<file path="src/rtl/udp_tx_pkt_gen.sv">
// udp_tx_pkt_gen: programmable UDP test-traffic burst engine driving the transmit side of udp.
// Define PKT_GEN_STATS_EN to add saturating stat_pkts / stat_bytes counters.
module udp_tx_pkt_gen #(
  parameter int unsigned DATA_W   = 32,
  parameter int unsigned CNT_W    = 16,
  parameter int unsigned GAP_W    = 16,
  parameter logic [31:0] INC_STEP = 32'h11111111,
  parameter int unsigned WDOG_CYC = 65535
) (
  input  logic              gmii_tx_clk,
  input  logic              rst_n,
  input  logic              cfg_start,
  input  logic              cfg_stop,
  input  logic [CNT_W-1:0]  cfg_pkt_cnt,
  input  logic [15:0]       cfg_byte_num,
  input  logic [GAP_W-1:0]  cfg_gap,
  input  logic [1:0]        cfg_mode,
  input  logic [31:0]       cfg_seed,
  input  logic [47:0]       cfg_des_mac,
  input  logic [31:0]       cfg_des_ip,
  output logic              tx_start_en,
  output logic [15:0]       tx_byte_num,
  output logic [DATA_W-1:0] tx_data,
  output logic [47:0]       des_mac,
  output logic [31:0]       des_ip,
  input  logic              tx_req,
  input  logic              tx_done,
  output logic              busy,
  output logic              burst_done,
  output logic              wdog_err
`ifdef PKT_GEN_STATS_EN
  ,
  output logic [31:0]       stat_pkts,
  output logic [47:0]       stat_bytes
`endif
);

  localparam int unsigned WDOG_W = $clog2(WDOG_CYC + 1);
  localparam logic [WDOG_W-1:0] WDOG_LAST = WDOG_W'(WDOG_CYC - 1);
  localparam logic [DATA_W-1:0] LFSR_MASK = DATA_W'(32'h00400007);
  localparam logic [DATA_W-1:0] RST_DATA  = DATA_W'(32'h00112233);

  typedef enum logic [1:0] {StIdle, StStart, StWait, StGap} state_e;

  state_e             state_q, state_d;
  logic [DATA_W-1:0]  data_q, data_d, next_word, seed_q, seed_fix;
  logic [CNT_W-1:0]   pkt_cnt_q, pkt_cnt_d, pkt_cfg_q;
  logic [GAP_W-1:0]   gap_cnt_q, gap_cnt_d, gap_cfg_q;
  logic [WDOG_W-1:0]  wdog_cnt_q, wdog_cnt_d;
  logic [1:0]         mode_q;
  logic [15:0]        byte_num_q;
  logic [47:0]        mac_q;
  logic [31:0]        ip_q;
  logic               stop_q, stop_d;
  logic               wdog_err_q, wdog_err_d;
  logic               burst_done_q, burst_done_d;
  logic               start_accept;

  assign start_accept = (state_q == StIdle) && cfg_start && (cfg_byte_num != 16'd0);
  // An all-zero LFSR state would lock up, so mode 2 substitutes 1 for a zero seed.
  assign seed_fix = ((cfg_mode == 2'd2) && (cfg_seed == 32'd0)) ? DATA_W'(1) : DATA_W'(cfg_seed);

  always_comb begin
    case (mode_q)
      2'd0:    next_word = data_q + DATA_W'(INC_STEP);
      2'd2:    next_word = {data_q[DATA_W-2:0], 1'b0} ^ (data_q[DATA_W-1] ? LFSR_MASK : '0);
      default: next_word = data_q;
    endcase
  end

  always_comb begin
    state_d      = state_q;
    data_d       = data_q;
    pkt_cnt_d    = pkt_cnt_q;
    gap_cnt_d    = gap_cnt_q;
    wdog_cnt_d   = wdog_cnt_q;
    stop_d       = stop_q;
    wdog_err_d   = wdog_err_q;
    burst_done_d = 1'b0;
    if ((state_q != StIdle) && cfg_stop) stop_d = 1'b1;
    unique case (state_q)
      StIdle: begin
        stop_d = 1'b0;
        if (start_accept) begin
          state_d    = StStart;
          data_d     = seed_fix;
          pkt_cnt_d  = '0;
          wdog_err_d = 1'b0;
        end
      end
      StStart: begin
        state_d    = StWait;
        wdog_cnt_d = '0;
      end
      StWait: begin
        if (tx_done) begin
          pkt_cnt_d = pkt_cnt_q + CNT_W'(1);
          data_d    = seed_q;
          gap_cnt_d = gap_cfg_q;
          state_d   = StGap;
        end else begin
          if (tx_req) data_d = next_word;
          if (wdog_cnt_q == WDOG_LAST) begin
            state_d    = StIdle;
            wdog_err_d = 1'b1;
            stop_d     = 1'b0;
          end else begin
            wdog_cnt_d = wdog_cnt_q + WDOG_W'(1);
          end
        end
      end
      StGap: begin
        // A zero count here is the end-condition evaluation cycle.
        if (gap_cnt_q != '0) begin
          gap_cnt_d = gap_cnt_q - GAP_W'(1);
        end else if (stop_q || cfg_stop || ((pkt_cfg_q != '0) && (pkt_cnt_q == pkt_cfg_q))) begin
          state_d      = StIdle;
          burst_done_d = 1'b1;
          stop_d       = 1'b0;
        end else begin
          state_d = StStart;
        end
      end
      default: state_d = StIdle;
    endcase
  end

  always_ff @(posedge gmii_tx_clk or negedge rst_n) begin
    if (!rst_n) begin
      state_q      <= StIdle;
      data_q       <= RST_DATA;
      pkt_cnt_q    <= '0;
      gap_cnt_q    <= '0;
      wdog_cnt_q   <= '0;
      stop_q       <= 1'b0;
      wdog_err_q   <= 1'b0;
      burst_done_q <= 1'b0;
    end else begin
      state_q      <= state_d;
      data_q       <= data_d;
      pkt_cnt_q    <= pkt_cnt_d;
      gap_cnt_q    <= gap_cnt_d;
      wdog_cnt_q   <= wdog_cnt_d;
      stop_q       <= stop_d;
      wdog_err_q   <= wdog_err_d;
      burst_done_q <= burst_done_d;
    end
  end

  // Burst configuration is frozen at launch.
  always_ff @(posedge gmii_tx_clk or negedge rst_n) begin
    if (!rst_n) begin
      seed_q     <= '0;
      mode_q     <= 2'd0;
      pkt_cfg_q  <= '0;
      gap_cfg_q  <= '0;
      byte_num_q <= 16'd0;
      mac_q      <= 48'd0;
      ip_q       <= 32'd0;
    end else if (start_accept) begin
      seed_q     <= seed_fix;
      mode_q     <= cfg_mode;
      pkt_cfg_q  <= cfg_pkt_cnt;
      gap_cfg_q  <= cfg_gap;
      byte_num_q <= cfg_byte_num;
      mac_q      <= cfg_des_mac;
      ip_q       <= cfg_des_ip;
    end
  end

  assign tx_start_en = (state_q == StStart);
  assign busy        = (state_q != StIdle);
  assign burst_done  = burst_done_q;
  assign wdog_err    = wdog_err_q;
  assign tx_data     = data_q;
  assign tx_byte_num = byte_num_q;
  assign des_mac     = mac_q;
  assign des_ip      = ip_q;

`ifdef PKT_GEN_STATS_EN
  logic [31:0] stat_pkts_q;
  logic [47:0] stat_bytes_q;
  logic [48:0] bytes_sum;

  assign bytes_sum = {1'b0, stat_bytes_q} + 49'(byte_num_q);

  always_ff @(posedge gmii_tx_clk or negedge rst_n) begin
    if (!rst_n) begin
      stat_pkts_q  <= '0;
      stat_bytes_q <= '0;
    end else if (start_accept) begin
      stat_pkts_q  <= '0;
      stat_bytes_q <= '0;
    end else if ((state_q == StWait) && tx_done) begin
      if (stat_pkts_q != '1) stat_pkts_q <= stat_pkts_q + 32'd1;
      stat_bytes_q <= bytes_sum[48] ? '1 : bytes_sum[47:0];
    end
  end

  assign stat_pkts  = stat_pkts_q;
  assign stat_bytes = stat_bytes_q;
`endif

endmodule
</file>
<file path="config.mk">
export PLATFORM = sky130hd
export DESIGN_NAME = udp_tx_pkt_gen
export DESIGN_NICKNAME = d
export VERILOG_FILES = /design/src/rtl/udp_tx_pkt_gen.sv
export SDC_FILE = /design/constraint.sdc
export NUM_CORES = 1
export LEC_CHECK = 0
export ABC_AREA = 1
export BUFFER_PORTS_ARGS = -buffer_cell sky130_fd_sc_hd__buf_2
export CELL_PAD_IN_SITES_DETAIL_PLACEMENT = 1
export CELL_PAD_IN_SITES_GLOBAL_PLACEMENT = 2
export CORE_MARGIN = 4
export CORE_UTILIZATION = 33
export CTS_CLUSTER_SIZE = 14
export DETAILED_ROUTE_END_ITERATION = 12
export PLACE_DENSITY = 0.83
export SYNTH_ARGS = -nofsm -noshare
export SYNTH_HDL_FRONTEND = slang
export SYNTH_SLANG_ARGS = --single-unit
</file>
<file path="constraint.sdc">
create_clock -name gmii_tx_clk -period 3.6 [get_ports gmii_tx_clk]
set_input_delay 0.72 -clock gmii_tx_clk [delete_from_list [all_inputs] [get_ports gmii_tx_clk]]
set_output_delay 0.72 -clock gmii_tx_clk [all_outputs]
set_load 0.02 [all_outputs]
</file>
# == After elaboration in Yosys (flattened, before gate mapping) ==
# Index checks and enable logic that the tools add are counted.
# totals
romBits,0
output_inout_bits,132
wordCells,95
regBits,247
ramBits,0
n_memories,0
latchBits,0
inputBits,168
# classes
n_reduce_logical,23
order_cmp,0
bitwise_logic,1
addsub,4
div,0
eq_ne,17
mux,35
n_mul,0
n_shift,0
# op_table
cell,n
two-way mux 32 bit,4
case mux 32 bit (2 select lines),2
two-way mux 16 bit,6
case mux 16 bit (2 select lines),3
nonzero test 16 bit,3
adder 16 x 1 -> 16 bit (second input constant),2
adder 32 x 29 -> 32 bit (second input constant),1
logical NOT 32 bit,1
bitwise XOR 32 x 23 -> 32 bit,1
two-way mux 23 bit,1
equality test 16 bit,1
equality test 16 bit (second input constant),1
subtractor 16 x 1 -> 16 bit (second input constant),1
!= test 2 bit (second input constant),7
two-way mux 1 bit,12
AND reduction 3 bit,4
equality test 2 bit (second input constant),4
two-way mux 2 bit,4
case mux 2 bit (4 select lines),1
AND reduction 4 bit,2
nonzero test 2 bit,4
!= test 3 bit (second input constant),2
logical AND 1 bit,5
logical NOT 2 bit,2
5 further kinds,6

# == Depth between registers and ports, before layout ==
# depth
depth_word,6
ltp_mapped,13
mapped_depth_nobuf,13

# == Worst setup path before layout ==
# Ideal clock, no wire load.
# synth_path
path_kind,in2reg
start,input cfg_byte_num[11]
end,"register ip_q[10], in the netlist des_ip[10]"
required_time_ns,3.484
t_arrival_ns,1.700
path_stages,11
path_slack_ns,1.784
path_cell_list,inv_1 nand3_1 nor3_1 nand2_1 nand2_1 buf_4 inv_2 buf_6 buf_2 nand2_1 nand2_1
# synth_between
elab_chain_cells,2
# synth_rtl
element,line_no,source
from (decl),15,"input logic [15:0] cfg_byte_num,"
nonzero test 16 bit,59,assign start_accept = (state_q == StIdle) && cfg_start && (cfg_byte_num != 16'd0);
logical AND 1 bit,59,
to (signal assigned),167,ip_q <= cfg_des_ip;
to (decl),53,logic [31:0] ip_q;
# No other way between the ends.
# A chain may end at the register's enable or synchronous reset.

# == Worst setup path after layout ==
# layout_path
start,register state_q[0]
end,register gap_cnt_q[11]
# layout_between
elab_chain_cells,3
# layout_rtl
element,line_no,source
from (decl),45,"state_e state_q, state_d;"
from (signal assigned),130,state_q <= StIdle;
from (signal assigned),139,state_q <= state_d;
equality test 2 bit,81,unique case (state_q)
!= test 2 bit (no line) or nonzero test 2 bit (tied branches),--,
AND reduction 3 bit (no line),--,
to (signal assigned),142,gap_cnt_q <= gap_cnt_d;
to (decl),48,"logic [GAP_W-1:0] gap_cnt_q, gap_cnt_d, gap_cfg_q;"
# Parallel ways exist; a longest one is shown, timed or not.

==> out/metrics.yaml <==
via_count: 13000
tightestPinTransition_ps: 1020
fp-row-count: 73
synthesis.instances: 1825
static-leakage-power_nw: 8.62
number_of_enable_type_register_cells_in_the_synthesized_netlist: 0
antenna_violating_nets_post_route: 0
drv_cap: 0
routability_congestion: 0.821
start_util: 0.337
first_global_vias: 14000
detail_route.vias_per_cell: 4.92
place_area_um2: 15300
critPathLaunchType: "register"
power_frac_clock: 0.210
cellInternalPower_mw: 7.81
regToRegStartpoint: "state_q[0]"
timing.critical_path.from: "state_q[0]"
netlist_area_um2: 13500
regToRegSetupSlack_ps: 1000
outcome: "completed"
sequentialPowerShare: 0.348
setup_viol: 0
holdWs_ps: 130
worstReg2RegEnd: "gap_cnt_q[11]"
grt_first_pass_wirelength_um: 75500
synth_flop_cell: "sky130_fd_sc_hd__dfrtp_1"
drt_first_pass_iters: 5
fin_worst_skew_ps: 10.6
cts_hold_buf: 0
finish.instance_area_um2: 16300
p_per_area_nw_per_um2: 881
vdd_ir_drop_max_mv: 0.418
synthToLayoutAreaGrowth_pct: 21.1
totalNegativeSetupSlack_ps: 0
wl_cell_um: 17.6
post-cts-setup-buffers: 0
timing.slew.headroom: 0.319
postSynth.asyncResetShare: 1.00
cts.sinks: 247
clockBufferDepth: 3
combinational_share_of_power: 0.442
worst_setup_hold_path_clk_slew_ps: 60
postSynthRegisterBits: 247
timing.critical_path.arrival_ps: 3070
grt-busiest-layer: "met2"
synth.top_cells.by_area: "sky130_fd_sc_hd__dfrtp_1, sky130_fd_sc_hd__nand2_1, sky130_fd_sc_hd__o21ai_0"
post_route_cells_drive_above_1_share: 0.201
gr-usage-met1: 0.281
synth.yosys.warnings: 0
type_of_the_worst_setup_path: "reg2reg"
hold_class: "in2async"
crit_required_ps: 4070
worst_skew_pair.late_latency_ps: 550
synth.distinct_cells: 47
top_level_ports: 300
cts_tree: "built"
chipHeight_um: 210
synthesis.area_per_instance_um2: 7.38
r2r.worst_path.cells: 9
hold_viol_final: 0
io_buffers: 299
drt_wl_total_um: 46500
rsz0062_at_grt: "no"
largest_net_degree_at_the_start_of_global_routing: 104
p_switching_mw: 6.56
postLayoutCoreUtil: 0.408
detailed_place_hpwl_um: 34100
critical_path.max_fanout: 22
post_layout_nonfiller_instances: 2644
drc: 0
cts-resized-gates: 0
groute.layer.met3.usage: 0.0344
post-route-min-period_ps: 2600
synth_fp_nets: 2004
htreeDepth: 1
worst_setup_path_end_kind: "register"
drt_iter0_markers: 644
global_route_usage_sum: 0.206
post-synth-top-area-fraction: 0.444
post-synth-top-area-cell: "sky130_fd_sc_hd__dfrtp_1"
netSwitchingFraction: 0.456
core_area_um2: 40000
die_width_um: 210
finish.net_count: 2276
layout_worst_path_cycle_share: 0.722
number_of_antenna_violations_at_the_first_check_in_global_routing: 4
synth-seq-area-share: 0.460
grt_overflow: 0
cts_buffers: 29
max_freq_mhz: 385
cts-root-buf: "sky130_fd_sc_hd__clkbuf_16"
final_max_slew_viol_count: 0
global_routing_usage_on_met2: 0.350
place_inst: 2591
overall_die_area_um2: 44100
[metrics by stage]
step / setup slack (ps) / power, mW
final: 1000 / 14.4
after global routing: 755 / 15.6
after CTS: 989 / 14.6
after detailed placement: 608 / 11.4
after global placement: 615 / 11.2
after floorplan: 1780 / 9.29
[critical path, cell delays in order, from the launching register on]
cell and delay, ps:
sky130_fd_sc_hd__dfrtp_1 430, sky130_fd_sc_hd__inv_1 140, sky130_fd_sc_hd__ha_1 230, sky130_fd_sc_hd__buf_4 270
sky130_fd_sc_hd__nand2_1 250, sky130_fd_sc_hd__o21ai_0 160, sky130_fd_sc_hd__nand2_1 320, sky130_fd_sc_hd__inv_2 420
sky130_fd_sc_hd__o221ai_1 190, sky130_fd_sc_hd__o21ai_1 100
[state kept, by name, indices dropped and copies added (netlist names), 16 cells and up]
| register | cells |
|---|---|
| gap_cnt_q | 16 |
| wdog_cnt_q | 16 |
| pkt_cfg_q | 16 |
| tx_byte_num | 16 |
| des_ip | 32 |
| pkt_cnt_q | 16 |
| des_mac | 48 |
| seed_q | 32 |
| gap_cfg_q | 16 |
| tx_data | 32 |
[layer usage]
| metal | vias to the layer above | routed length [um] |
|---|---|---|
| met1 | 6345 | 21400 |
| met5 | - | 7 |
| li1 | 6335 | - |
| met3 | 43 | 2370 |
| met4 | 2 | 646 |
| met2 | 275 | 22100 |
[cell families (layout without fill, tap and decap cells)]
logic type	count (synthesis)	count (layout)	share of synthesized area
AOI/OAI and AO/OA	248	248	0.104
xor gates and xnor gates	39	39	0.0254
adders and majority gates	11	11	0.0102
buffers and inverters	259	551	0.0848
DFF	247	247	0.460
other	0	2	0
and+or+nand+nor	1021	1021	0.316
[Yosys cell counts (all sizes together), types with 3 or more instances]
| master | n |
|---|---|
| o211ai | 5 |
| inv | 180 |
| nor4 | 6 |
| o22ai | 5 |
| nand2 | 719 |
| buf | 60 |
| xor2 | 28 |
| o31ai | 19 |
| or2 | 3 |
| nor3 | 25 |
| nand3b | 4 |
| nand4 | 32 |
| and2 | 4 |
| a21boi | 16 |
| clkbuf | 17 |
| dfstp | 8 |
| a21oi | 30 |
| o21bai | 3 |
| xnor2 | 11 |
| ha | 11 |
| dfrtp | 239 |
| o21ai | 162 |
| nand3 | 102 |
| nor2 | 126 |
[layout make-up]
class | count | area, um^2
Fill cell | 5105 | 23700
Clock buffer | 45 | 856
Tap cell | 525 | 657
Clock inverter | 6 | 109
Multi-Input combinational cell | 1319 | 6150
Sequential cell | 247 | 6190
Antenna cell | 2 | 5.00
Inverter | 182 | 687
Timing Repair Buffer | 318 | 1660
[worst max-delay path by stage]
stage | to | cells after the start
after floorplan | des_ip[10] | 11
after global placement | pkt_cnt_q[5] | 11
after detailed placement | pkt_cnt_q[7] | 11
after CTS | gap_cnt_q[15] | 9
after global routing | gap_cnt_q[9] | 9
final | gap_cnt_q[11] | 9
[power by group through the flow]
stage | clock network [mW] | registers, mW | logic [mW]
floorplan | 0 | 5.55 | 3.74
global placement | 0 | 4.99 | 6.25
detailed placement | 0 | 5.01 | 6.43
CTS | 3.12 | 4.99 | 6.46
global route | 3.22 | 5.16 | 7.20
finish | 3.02 | 5.00 | 6.36
[cell usage in the layout, fill, tap and decap left out, types with 3 or more instances in the layout]
cell type	Yosys	layout
sky130_fd_sc_hd__a21boi_1	16	16
sky130_fd_sc_hd__a21oi_1	30	30
sky130_fd_sc_hd__and2_1	4	4
sky130_fd_sc_hd__buf_2	29	298
sky130_fd_sc_hd__buf_4	23	18
sky130_fd_sc_hd__bufinv_16	0	3
sky130_fd_sc_hd__clkbuf_1	16	9
sky130_fd_sc_hd__clkbuf_16	0	29
sky130_fd_sc_hd__clkbuf_8	0	7
sky130_fd_sc_hd__clkinv_2	1	3
sky130_fd_sc_hd__dfrtp_1	239	239
sky130_fd_sc_hd__dfstp_2	8	8
sky130_fd_sc_hd__ha_1	11	11
sky130_fd_sc_hd__inv_1	163	163
sky130_fd_sc_hd__inv_2	17	16
sky130_fd_sc_hd__nand2_1	709	708
sky130_fd_sc_hd__nand2_2	9	9
sky130_fd_sc_hd__nand3_1	99	99
sky130_fd_sc_hd__nand3_2	3	3
sky130_fd_sc_hd__nand3b_1	4	4
sky130_fd_sc_hd__nand4_1	32	32
sky130_fd_sc_hd__nor2_1	115	115
sky130_fd_sc_hd__nor2_2	8	8
sky130_fd_sc_hd__nor2_4	3	3
sky130_fd_sc_hd__nor3_1	17	17
sky130_fd_sc_hd__nor3_2	6	6
sky130_fd_sc_hd__nor4_1	6	6
sky130_fd_sc_hd__o211ai_1	5	5
sky130_fd_sc_hd__o21ai_0	129	129
sky130_fd_sc_hd__o21ai_1	30	30
sky130_fd_sc_hd__o21bai_1	3	3
sky130_fd_sc_hd__o22ai_1	5	5
sky130_fd_sc_hd__o31ai_1	18	18
sky130_fd_sc_hd__or2_2	3	3
sky130_fd_sc_hd__xnor2_1	11	11
sky130_fd_sc_hd__xor2_1	28	28
(Power assumes the default switching activity.)
